==> src/rtl/plic_gateway.sv <==
`default_nettype none
// ============================================================================
// Module   : plic_gateway
// Brief    : Per-source interrupt gateway in front of the PLIC: synchronises
//            raw lines, supports level/edge sources, one request per claim.
// Revision : 1.0 - initial release
// ============================================================================
module plic_gateway #(
  parameter int unsigned        SOURCES     = 32,
  parameter int unsigned        SYNC_STAGES = 2,
  parameter logic [SOURCES-1:0] EDGE_MASK   = '0,
  parameter int unsigned        MAX_PENDING = 7
) (
  input  logic               clk,
  input  logic               reset,
  input  logic [SOURCES-1:0] irq_in,
  input  logic [SOURCES-1:0] claim,
  input  logic [SOURCES-1:0] complete,
  output logic [SOURCES-1:0] req,
  output logic [SOURCES-1:0] overflow
);

  localparam int unsigned      CNT_W   = $clog2(MAX_PENDING + 1);
  localparam logic [CNT_W-1:0] CNT_MAX = CNT_W'(MAX_PENDING);

  localparam logic [1:0] ST_IDLE     = 2'd0;
  localparam logic [1:0] ST_PENDING  = 2'd1;
  localparam logic [1:0] ST_INFLIGHT = 2'd2;

  // ID 0 is reserved by the PLIC and never requests.
  assign req[0]      = 1'b0;
  assign overflow[0] = 1'b0;

  logic unused_src0;
  assign unused_src0 = ^{irq_in[0], claim[0], complete[0]};

  for (genvar i = 1; i < SOURCES; i++) begin : g_src
    logic [SYNC_STAGES-1:0] sync_q, sync_d;
    logic                   s_dly_q, s_dly_d;
    logic                   edge_q, edge_d;
    logic [1:0]             state_q, state_d;
    logic [CNT_W-1:0]       cnt_q, cnt_d;
    logic                   req_q, req_d;
    logic                   ovf_q, ovf_d;
    logic                   claim_acc;
    logic                   trig;

    assign claim_acc = (state_q == ST_PENDING) && claim[i];

    always_ff @(posedge clk) begin
      if (reset) begin
        sync_q  <= '0;
        s_dly_q <= 1'b0;
        edge_q  <= 1'b0;
        state_q <= ST_IDLE;
        cnt_q   <= '0;
        req_q   <= 1'b0;
        ovf_q   <= 1'b0;
      end else begin
        sync_q  <= sync_d;
        s_dly_q <= s_dly_d;
        edge_q  <= edge_d;
        state_q <= state_d;
        cnt_q   <= cnt_d;
        req_q   <= req_d;
        ovf_q   <= ovf_d;
      end
    end

    // Level and edge both reach the FSM one register after s, so the two
    // modes share the same input latency.
    always_comb begin
      sync_d  = {sync_q[SYNC_STAGES-2:0], irq_in[i]};
      s_dly_d = sync_q[SYNC_STAGES-1];
      edge_d  = sync_q[SYNC_STAGES-1] & ~s_dly_q;
    end

    always_comb begin
      state_d = state_q;
      trig    = EDGE_MASK[i] ? (edge_q || (cnt_q != '0)) : s_dly_q;
      case (state_q)
        ST_IDLE:     if (trig)        state_d = ST_PENDING;
        ST_PENDING:  if (claim[i])    state_d = ST_INFLIGHT;
        ST_INFLIGHT: if (complete[i]) state_d = ST_IDLE;
        default:                      state_d = ST_IDLE;
      endcase
    end

    // cnt includes the edge currently presented, so a claim consumes one.
    always_comb begin
      cnt_d = cnt_q;
      ovf_d = 1'b0;
      if (EDGE_MASK[i]) begin
        if (edge_q && !claim_acc) begin
          if (cnt_q == CNT_MAX) ovf_d = 1'b1;
          else                  cnt_d = cnt_q + 1'b1;
        end else if (claim_acc && !edge_q) begin
          cnt_d = cnt_q - 1'b1;
        end
      end
      req_d = (state_d == ST_PENDING);
    end

    assign req[i]      = req_q;
    assign overflow[i] = ovf_q;
  end : g_src

endmodule
`default_nettype wire

==> config.mk <==
export PLATFORM = sky130hd
export DESIGN_NAME = plic_gateway
export DESIGN_NICKNAME = d
export VERILOG_FILES = /design/src/rtl/plic_gateway.sv
export SDC_FILE = /design/constraint.sdc
export NUM_CORES = 1
export LEC_CHECK = 0
export CORE_ASPECT_RATIO = 1.75
export CORE_MARGIN = 8
export CORE_UTILIZATION = 30
export DETAILED_ROUTE_END_ITERATION = 10
export PLACE_DENSITY_LB_ADDON = 0.3
export SETUP_SLACK_MARGIN = 0.05
export SYNTH_ARGS = -nofsm -noshare
export SYNTH_HDL_FRONTEND = slang
export SYNTH_SLANG_ARGS = --single-unit
==> constraint.sdc <==
create_clock -name clk -period 1.07 [get_ports clk]
set_input_delay 0.214 -clock clk [delete_from_list [all_inputs] [get_ports clk]]
set_output_delay 0.214 -clock clk [all_outputs]
set_load 0.005 [all_outputs]
==> metrics.cfg, run 1 <==
[floorplanning]
die_w_um = 126
coreArea_mm2 = 0.0209
initial_core_util_pct = 30.6
rows = 70
dieArea_mm2 = 0.0265
ios = 162
fp.dieH_um = 209

[cells_and_area]
final_cell_count_no_fill = 948
final_nets = 781
final_core_util_pct = 38.8
antennaDiodeCount = 0
drive_gt1_share_pct = 12.4
n_fill_cell = 2041
syn2layout_area_growth_pct = 26.9

[sta]
timing.fmax_mhz = 933
rsz0062_at_grt = true
fin_crit_ns = 1.07
fin_worst_skew_ns = 0.00735
setup_viol = 2
slew_viol_final = 0
worst_slack_ns = -0.00184
hold_viol_final = 0
period_share_pct = 100

[grt]
grt_max_degree = 43
grt_pass1_wl_um = 21500
grt_pass1_vias = 4560
grt.overflow.total = 0
antenna_found_initial = 0
grt_use_total_pct = 10.4

[clock_network]
clk_transition_reported_paths_ns = 0.07
clk_latency_ns = 0.43
holdBufCountCts = 0
clockBufferDepth = 2
cts_root_buffer = clkbuf_16
cts_tree = yes
postCtsSetupRepairBufs = 0
cts_max_level = 4
numCtsBuffers = 17
clkSinkCount = 186

[routing]
ant_nets = 0
met1_length_um = 4770
highest_layer = met4
wirelength_um = 13100
via_count = 4093
wl_per_cell_um = 13.8
dr.pass1.iters = 4
dr_wl_met2_um = 7290
first_iter_violations = 168
vias_per_cell = 4.32
drc = 0
met3_length_um = 691

[power]
pwr-share-seq_pct = 51.2
p_per_area_mw_per_mm2 = 1730
internal-power_w = 0.0111
p_sw_share_pct = 21.1
p_clk_share_pct = 43.0
pwr-share-comb_pct = 5.7
vdd_drop_max_mv = 0.854
p_switching_w = 0.00296
p_leak_nw = 2.95

[critical_path]
worstPathArrival_ns = 0.86
r2r_start = g_src[9].state_q[1]$_SDFF_PP0_
cp-start-kind = flip-flop
endpoint_kind = output pin
path_buf_inv = 1
critPathSlowestCell = dfxtp_2
crit_fanout = 1
crit_family = flip-flops
crit_chain = buf_6
path_class = reg2out
required_ns = 0.86
max_stage_delay_ns = 0.32
startpoint = g_src[3].req_q$_SDFF_PP0_

[worst_hold_path]
min_path_type = in2reg
hp-start = reset

[placement]
gp_congestion = 0.778
dpl.cell_count = 916
dp_hpwl_um = 9770
place_worst_setup_slack_ns = -0.186
portBuffers = 125

[outcome]
status = finished with violations
violations = setup timing

[synthesis]
ys_seq_area_share_pct = 58.1
synth_area_per_cell_um2 = 11.0
synth_cell_type_count = 16
synth_cells = 581
yosysWarnings = 0
syn_area_mm2 = 0.00640
yosys_register_bits = 186

[flow_run]
drv_cap = 0

path summary, 6_finish.rpt:
kind / to / slack, ns / depth (start not counted)
worst max register to register: g_src[9].state_q[1]$_SDFF_PP0_ / 0.09 / 2
worst max-delay path: req[3] / -0.002 / 1
worst min-delay path: g_src[27].s_dly_q$_SDFF_PP0_ / 0.14 / 2
worst min register to register: g_src[23].s_dly_q$_SDFF_PP0_ / 0.43 / 1
cell usage in the layout (no fill, tap or decap):
cell / netlist / routed
bufinv_16: 0 / 1
nor4b_1: 1 / 1
buf_4: 64 / 8
nor2b_1: 93 / 93
buf_12: 0 / 2
dfxtp_2: 0 / 13
clkbuf_8: 0 / 4
clkbuf_16: 0 / 17
clkinvlp_4: 0 / 5
a31o_1: 1 / 1
clkbuf_1: 3 / 2
or3b_1: 30 / 30
nand2b_1: 62 / 62
a211oi_1: 59 / 59
buf_2: 17 / 19
clkinv_2: 0 / 1
a21boi_0: 2 / 2
nor2_1: 1 / 1
clkinv_4: 0 / 2
clkdlybuf4s50_1: 0 / 93
buf_6: 0 / 13
dfxtp_1: 186 / 173
nand3b_1: 30 / 30
a211oi_2: 1 / 1
conb_1: 1 / 33
a21oi_1: 30 / 30
synth_stat cells, drive strengths merged:
library cell / instances / area [µm²]
a211oi: 60 / 455
a21boi: 2 / 15.0
or3b: 30 / 263
conb: 1 / 3.75
buf: 81 / 566
dfxtp: 186 / 3720
a31o: 1 / 8.76
nor4b: 1 / 8.76
nor2: 1 / 3.75
a21oi: 30 / 150
nor2b: 93 / 582
nand3b: 30 / 225
clkbuf: 3 / 11.3
nand2b: 62 / 388
power by group through the flow:
stage               Combinational, W  Sequential (W)  Clock (W)
floorplan                   0.000457         0.00734          0
global placement            0.000800         0.00735          0
detailed placement          0.000825         0.00736          0
CTS                         0.000808         0.00721    0.00630
global route                0.000888         0.00723    0.00659
finish                      0.000805         0.00721    0.00605
cell families after synthesis:
family          Yosys count  share of synthesized area, %
buf+inv                  84                          9.01
simple gates            217                          23.0
flops                   186                          58.1
compound gates           93                          9.83
other cells               1                        0.0586
timing repair:
item                       in CTS  in global routing
setup endpoints to repair      31                 32
hold endpoints to repair        0                  0
gates resized for setup       135                 14
stage by stage:
stage / instance area [µm²] / hold WS, ns / setup TNS [ns] / total power (W)
after floorplan: 6520 / 0.342 / 0 / 0.00779
after global placement: 7610 / 0.417 / -2.77 / 0.00815
after detailed placement: 7610 / 0.421 / -5.72 / 0.00819
after CTS: 8080 / 0.111 / -0.889 / 0.0143
after global routing: 8130 / 0.129 / -1.14 / 0.0147
final: 8130 / 0.140 / -0.00351 / 0.0141
sequential cells by signal, indices dropped and copies added, names as in the netlist:
name and cells:
g_src.sync_q 62, g_src.s_dly_q 31, g_src.req_q 31, g_src.state_q 62
per-layer routing:
| layer | global-route usage, % | vias up |
|---|---|---|
| li1 | - | 2082 |
| met1 | 9.35 | 1881 |
| met2 | 19.5 | 109 |
| met3 | 3.81 | 21 |
| met4 | 5.72 | 0 |
| met5 | 0 | - |
final cells by class:
| type | count | area, µm² | share of cell area (%) |
|---|---|---|---|
| Sequential cell | 186 | 3740 | 46.0 |
| Multi-Input combinational cell | 343 | 2220 | 27.4 |
| Timing Repair Buffer | 135 | 1270 | 15.7 |
| Clock buffer | 23 | 488 | 6.00 |
| Tap cell | 252 | 315 | 3.88 |
| Clock inverter | 9 | 90.1 | 1.11 |
Power figures use the tool's default switching activity.
==> run 2: changes to the inputs <==
- REMOVE_ABC_BUFFERS: unset -> 1
==> run 2 against run 1 <==
Effect of this change: the run still ends with setup timing left; hold slack lost 0.031 ns; critical path depth is the same; clock power shrank 4.3%; register-to-register slack is essentially flat; sequential cell count is the same; clock-buffer cell count shrank 1; non-clock buffer count grew 1; critical path type unchanged; combinational power grew 2%.
==> metrics.cfg, run 2 (same netlist as run 1, synthesis figures left out) <==
[outcome]
status = finished with violations
violations = setup timing

[sta]
slew_viol_final = 0
finalSetupTns_ns = -0.0000870
period_share_pct = 100
hold_viol_final = 0
worst_slack_ns = -0.0000870
fin_worst_skew_ns = 0.00726
setup_viol = 1
timing.fmax_mhz = 935
fin_crit_ns = 1.07
rsz0062_at_grt = true

[routing]
wirelength_um = 13000
drc = 0
first_iter_violations = 126
met1_length_um = 4910
wl_per_cell_um = 13.7
highest_layer = met4
dr_wl_met2_um = 6970
ant_nets = 0
vias_per_cell = 4.38
dr.pass1.iters = 4
via_count = 4155
met3_length_um = 664

[critical_path]
worstPathArrival_ns = 0.86
critPathSlowestCell = dfxtp_2
crit_chain = buf_6
cp-start-kind = flip-flop
max_stage_delay_ns = 0.32
endpoint_kind = output pin
crit_cells = 1
worst_r2r_path_depth = 2
path_buf_inv = 1
path_class = reg2out
crit_fanout = 1
required_ns = 0.86
crit_family = flip-flops

[placement]
portBuffers = 125
gp_congestion = 0.733
place_worst_setup_slack_ns = -0.162
dp_hpwl_um = 9560
dpl-instance-area_mm2 = 0.00765

[cells_and_area]
n_fill_cell = 2076
layout_common_cells = 177 x dfxtp_1, 93 x nor2b_1, 93 x clkdlybuf4s50_1
seqCellArea_mm2 = 0.00373
final_core_util_pct = 38.7
final_nets = 782
multi_input_area_mm2 = 0.00222
drive_gt1_share_pct = 11.9
antennaDiodeCount = 0
final_common_cell = dfxtp_1
fin_area_mm2 = 0.00810
syn2layout_area_growth_pct = 26.5
reg_top3 = g_src.state_q x62, g_src.sync_q x62

[clock_network]
cts_tree = yes
numCtsBuffers = 17
clockBufferDepth = 2
clk_transition_reported_paths_ns = 0.07
cts_max_level = 4
clkSinkCount = 186
postCtsSetupRepairBufs = 0
cts_root_buffer = clkbuf_16
clk_latency_ns = 0.42

[power]
p_total_w = 0.0138
p_switching_w = 0.00294
p_clk_share_pct = 41.9
p_sw_share_pct = 21.3
vdd_drop_max_mv = 0.760
pwr-share-comb_pct = 5.9
internal-power_w = 0.0109
p_per_area_mw_per_mm2 = 1700
p_leak_nw = 2.96
pwr-share-seq_pct = 52.2

[floorplanning]
dieArea_mm2 = 0.0265
initial_core_util_pct = 30.6
fp.dieH_um = 209
coreArea_mm2 = 0.0209
die_w_um = 126
rows = 70
ios = 162

[worst_hold_path]
min_path_type = in2reg
worstHoldPathCells = 2

[flow_run]
drv_cap = 0

[grt]
grt_use_total_pct = 10.2
grt_pass1_vias = 4575
grt.overflow.total = 0
antenna_found_initial = 0
grt_max_degree = 36
grt_pass1_wl_um = 21400

run 2: changes by cell type in the layout (fill, tap and decap cells not counted), moves of 3 or more:
cell | before | now
buf_2 | 19 | 23
buf_6 | 13 | 9
clkinvlp_4 | 5 | 2
dfxtp_1 | 173 | 177
dfxtp_2 | 13 | 9
run 2: power by group through the flow:
stage	logic [W]	clock network, W	registers [W]
6_report	0.000818	0.00579	0.00720
5_1_grt	0.000900	0.00637	0.00722
4_1_cts	0.000823	0.00609	0.00720
3_5_place_dp	0.000841	0	0.00736
3_3_place_gp	0.000821	0	0.00735
2_1_floorplan	0.000231	0	0.00734
run 2: final cells by class:
type                    instances  share of cell area (%)
flip-flops and latches        186                    46.1
multi-input cells             343                    27.4
repair buffers                136                    15.8
clock buffers                  22                    5.98
well taps                     252                    3.89
clock inverters                 9                   0.803
run 2: metal layers:
layer | track usage, % | vias to the layer above
met5 | 0 | -
met4 | 5.76 | 0
met3 | 3.35 | 26
met2 | 18.7 | 125
met1 | 9.59 | 1922
li1 | - | 2082
run 2: path summary, 6_finish.rpt:
path                             startpoint                        endpoint  slack (ns)
max               g_src[2].req_q$_SDFF_PP0_                          req[2]    -0.00009
min                                   reset  g_src[29].sync_q[0]$_SDFF_PP0_        0.11
max reg2reg  g_src[7].state_q[1]$_SDFF_PP0_  g_src[7].state_q[1]$_SDFF_PP0_        0.10
min reg2reg   g_src[7].sync_q[1]$_SDFF_PP0_     g_src[7].s_dly_q$_SDFF_PP0_        0.43
run 2: metrics by stage:
step / cells / hold WS (ns)
2_1_floorplan: 529 / 0.279
3_3_place_gp: 917 / 0.417
3_5_place_dp: 917 / 0.420
4_1_cts: 948 / 0.0984
5_1_grt: 948 / 0.107
6_report: 948 / 0.109
run 2: timing repair:
action,CTS,global route
pin swaps,0,0
endpoints found under the setup margin,31,31
gates resized for setup,133,9
hold buffers,0,0
run 2: worst reg2reg max path, delay by kind of cell, from the launching register on:
family	cells	cell delay (ns)
AOI/OAI and AO/OA	1	0.15
and+or+nand+nor	1	0.38
DFF	1	0.37
==> run 3: changes to the inputs <==
- CORE_UTILIZATION: 30 -> 44
==> run 3 against run 2 <==
Effect of this change: the flow now finishes without violations; fmax grew 1.2%; clock skew is 0.00070 ns higher; routed wire length is 4.9% lower; clock-buffer cell count shrank 3; non-clock buffer count decreased by 2; cell count decreased by 7.7%; setup slack better by 0.012 ns; critical path depth is the same; critical path type unchanged; critical endpoint is now req[16]; largest cell class unchanged; largest power group unchanged.
==> metrics.cfg, run 3 (same netlist as run 1, synthesis figures left out) <==
[routing]
drc = 0
ant_nets = 0
wirelength_um = 12300
first_iter_violations = 97
dr.pass1.iters = 4
wl_per_cell_um = 14.1
via_count = 4127
vias_per_cell = 4.72

[worst_hold_path]
hp-start = reset
worstHoldPathCells = 2
min_to = g_src[27].sync_q[1]$_SDFF_PP0_
min_path_type = in2reg

[floorplanning]
ios = 162
rows = 58
initial_core_util_pct = 44.8
coreArea_mm2 = 0.0143
dieArea_mm2 = 0.0188
fp.dieH_um = 176
die_w_um = 107

[cells_and_area]
final_nets = 780
fin_area_mm2 = 0.00802
antennaDiodeCount = 0
syn2layout_area_growth_pct = 25.2
final_common_cell = dfxtp_1
final_core_util_pct = 56.1
final_cell_count_no_fill = 875
drive_gt1_share_pct = 12.5
layout_common_cells = 172 x dfxtp_1, 93 x nor2b_1, 93 x clkdlybuf4s50_1
reg_top3 = g_src.state_q x62, g_src.sync_q x62

[critical_path]
crit_family = flip-flops
endpoint_kind = output pin
worst_r2r_path_depth = 2
worstPathArrival_ns = 0.84
path_class = reg2out
cp-start-kind = flip-flop
required_ns = 0.86
rrSetupSlack_ns = 0.08
critPathSlowestCell = dfxtp_2
max_stage_delay_ns = 0.32
path_buf_inv = 1
crit_chain = buf_6
regToRegEndpoint = g_src[14].state_q[1]$_SDFF_PP0_
crit_fanout = 1
r2r_start = g_src[14].state_q[1]$_SDFF_PP0_
crit_cells = 1

[placement]
gp_congestion = 0.744
dp_hpwl_um = 9150
portBuffers = 125
dpl-instance-area_mm2 = 0.00752
dpl.cell_count = 843

[clock_network]
postCtsSetupRepairBufs = 0
clk_latency_ns = 0.41
clk_transition_reported_paths_ns = 0.07
clkSinkCount = 186
numCtsBuffers = 17
clockBufferDepth = 2
holdBufCountCts = 0
cts_max_level = 4
cts_tree = yes
cts_root_buffer = clkbuf_16

[sta]
timing.fmax_mhz = 945
rsz0062_at_grt = true
setup_viol = 0
period_share_pct = 98.9
fin_crit_ns = 1.06
fin_worst_skew_ns = 0.00796
hold_viol_final = 0
hold_slack_ns = 0.139
slew_viol_final = 0

[grt]
antenna_found_initial = 0
grt_pass1_wl_um = 20800
grt_max_degree = 44
grt.overflow.total = 0
grt_use_total_pct = 13.8
grt_pass1_vias = 4540

[power]
p_leak_nw = 2.95
p_per_area_mw_per_mm2 = 1750
vdd_drop_max_mv = 0.952

[flow_run]
drv_cap = 0

[outcome]
status = complete, no violations

==> run 3: repair_timing <==
| item | 4_1_cts | 5_1_grt |
|---|---|---|
| hold endpoints to repair | 0 | 0 |
| resized for setup | 136 | 12 |
| endpoints found under the setup margin | 31 | 32 |
==> run 3: how the worst max path moves through the flow <==
stage | endpoint | start | slack [ns]
finish | req[16] | g_src[16].req_q$_SDFF_PP0_ | 0.01
global route | req[4] | g_src[4].req_q$_SDFF_PP0_ | -0.03
CTS | req[16] | g_src[16].req_q$_SDFF_PP0_ | -0.02
detailed placement | g_src[26].state_q[1]$_SDFF_PP0_ | complete[26] | -0.17
global placement | g_src[10].state_q[1]$_SDFF_PP0_ | complete[10] | -0.12
floorplan | g_src[29].state_q[1]$_SDFF_PP0_ | g_src[29].state_q[1]$_SDFF_PP0_ | 0.22
==> run 3: area by class of cell <==
class                   instances  area [µm²]
clock buffers                  19         443
clock inverters                13         134
fillers                      1238        6280
multi-input cells             343        2220
flip-flops and latches        186        3740
well taps                     180         225
repair buffers                134        1250
==> run 3: stage by stage <==
stage | setup WS [ns] | TNS [ns] | total power (W)
2_1_floorplan | 0.217 | 0 | 0.00757
3_3_place_gp | -0.115 | -2.57 | 0.00814
3_5_place_dp | -0.174 | -5.65 | 0.00818
4_1_cts | -0.0225 | -0.193 | 0.0142
5_1_grt | -0.0274 | -0.452 | 0.0146
6_report | 0.0121 | 0 | 0.0140
==> run 3: routing by layer <==
layer / vias up / wire length, µm / part of all wire, % / global-route usage, %
met5: - / 0 / 0 / 0
met4: 0 / 264 / 2.1 / 6.78
met3: 19 / 560 / 4.5 / 3.71
met2: 117 / 6640 / 54 / 25.1
met1: 1915 / 4860 / 39 / 13.9
li1: 2076 / - / - / -
==> run 3: power breakdown <==
group / switching [W] / internal [W] / leakage, nW / total [W]
logic: 0.000289 / 0.000509 / 1.15 / 0.000797
clock network: 0.00267 / 0.00334 / 0.272 / 0.00601
registers: 0.0000730 / 0.00713 / 1.52 / 0.00720
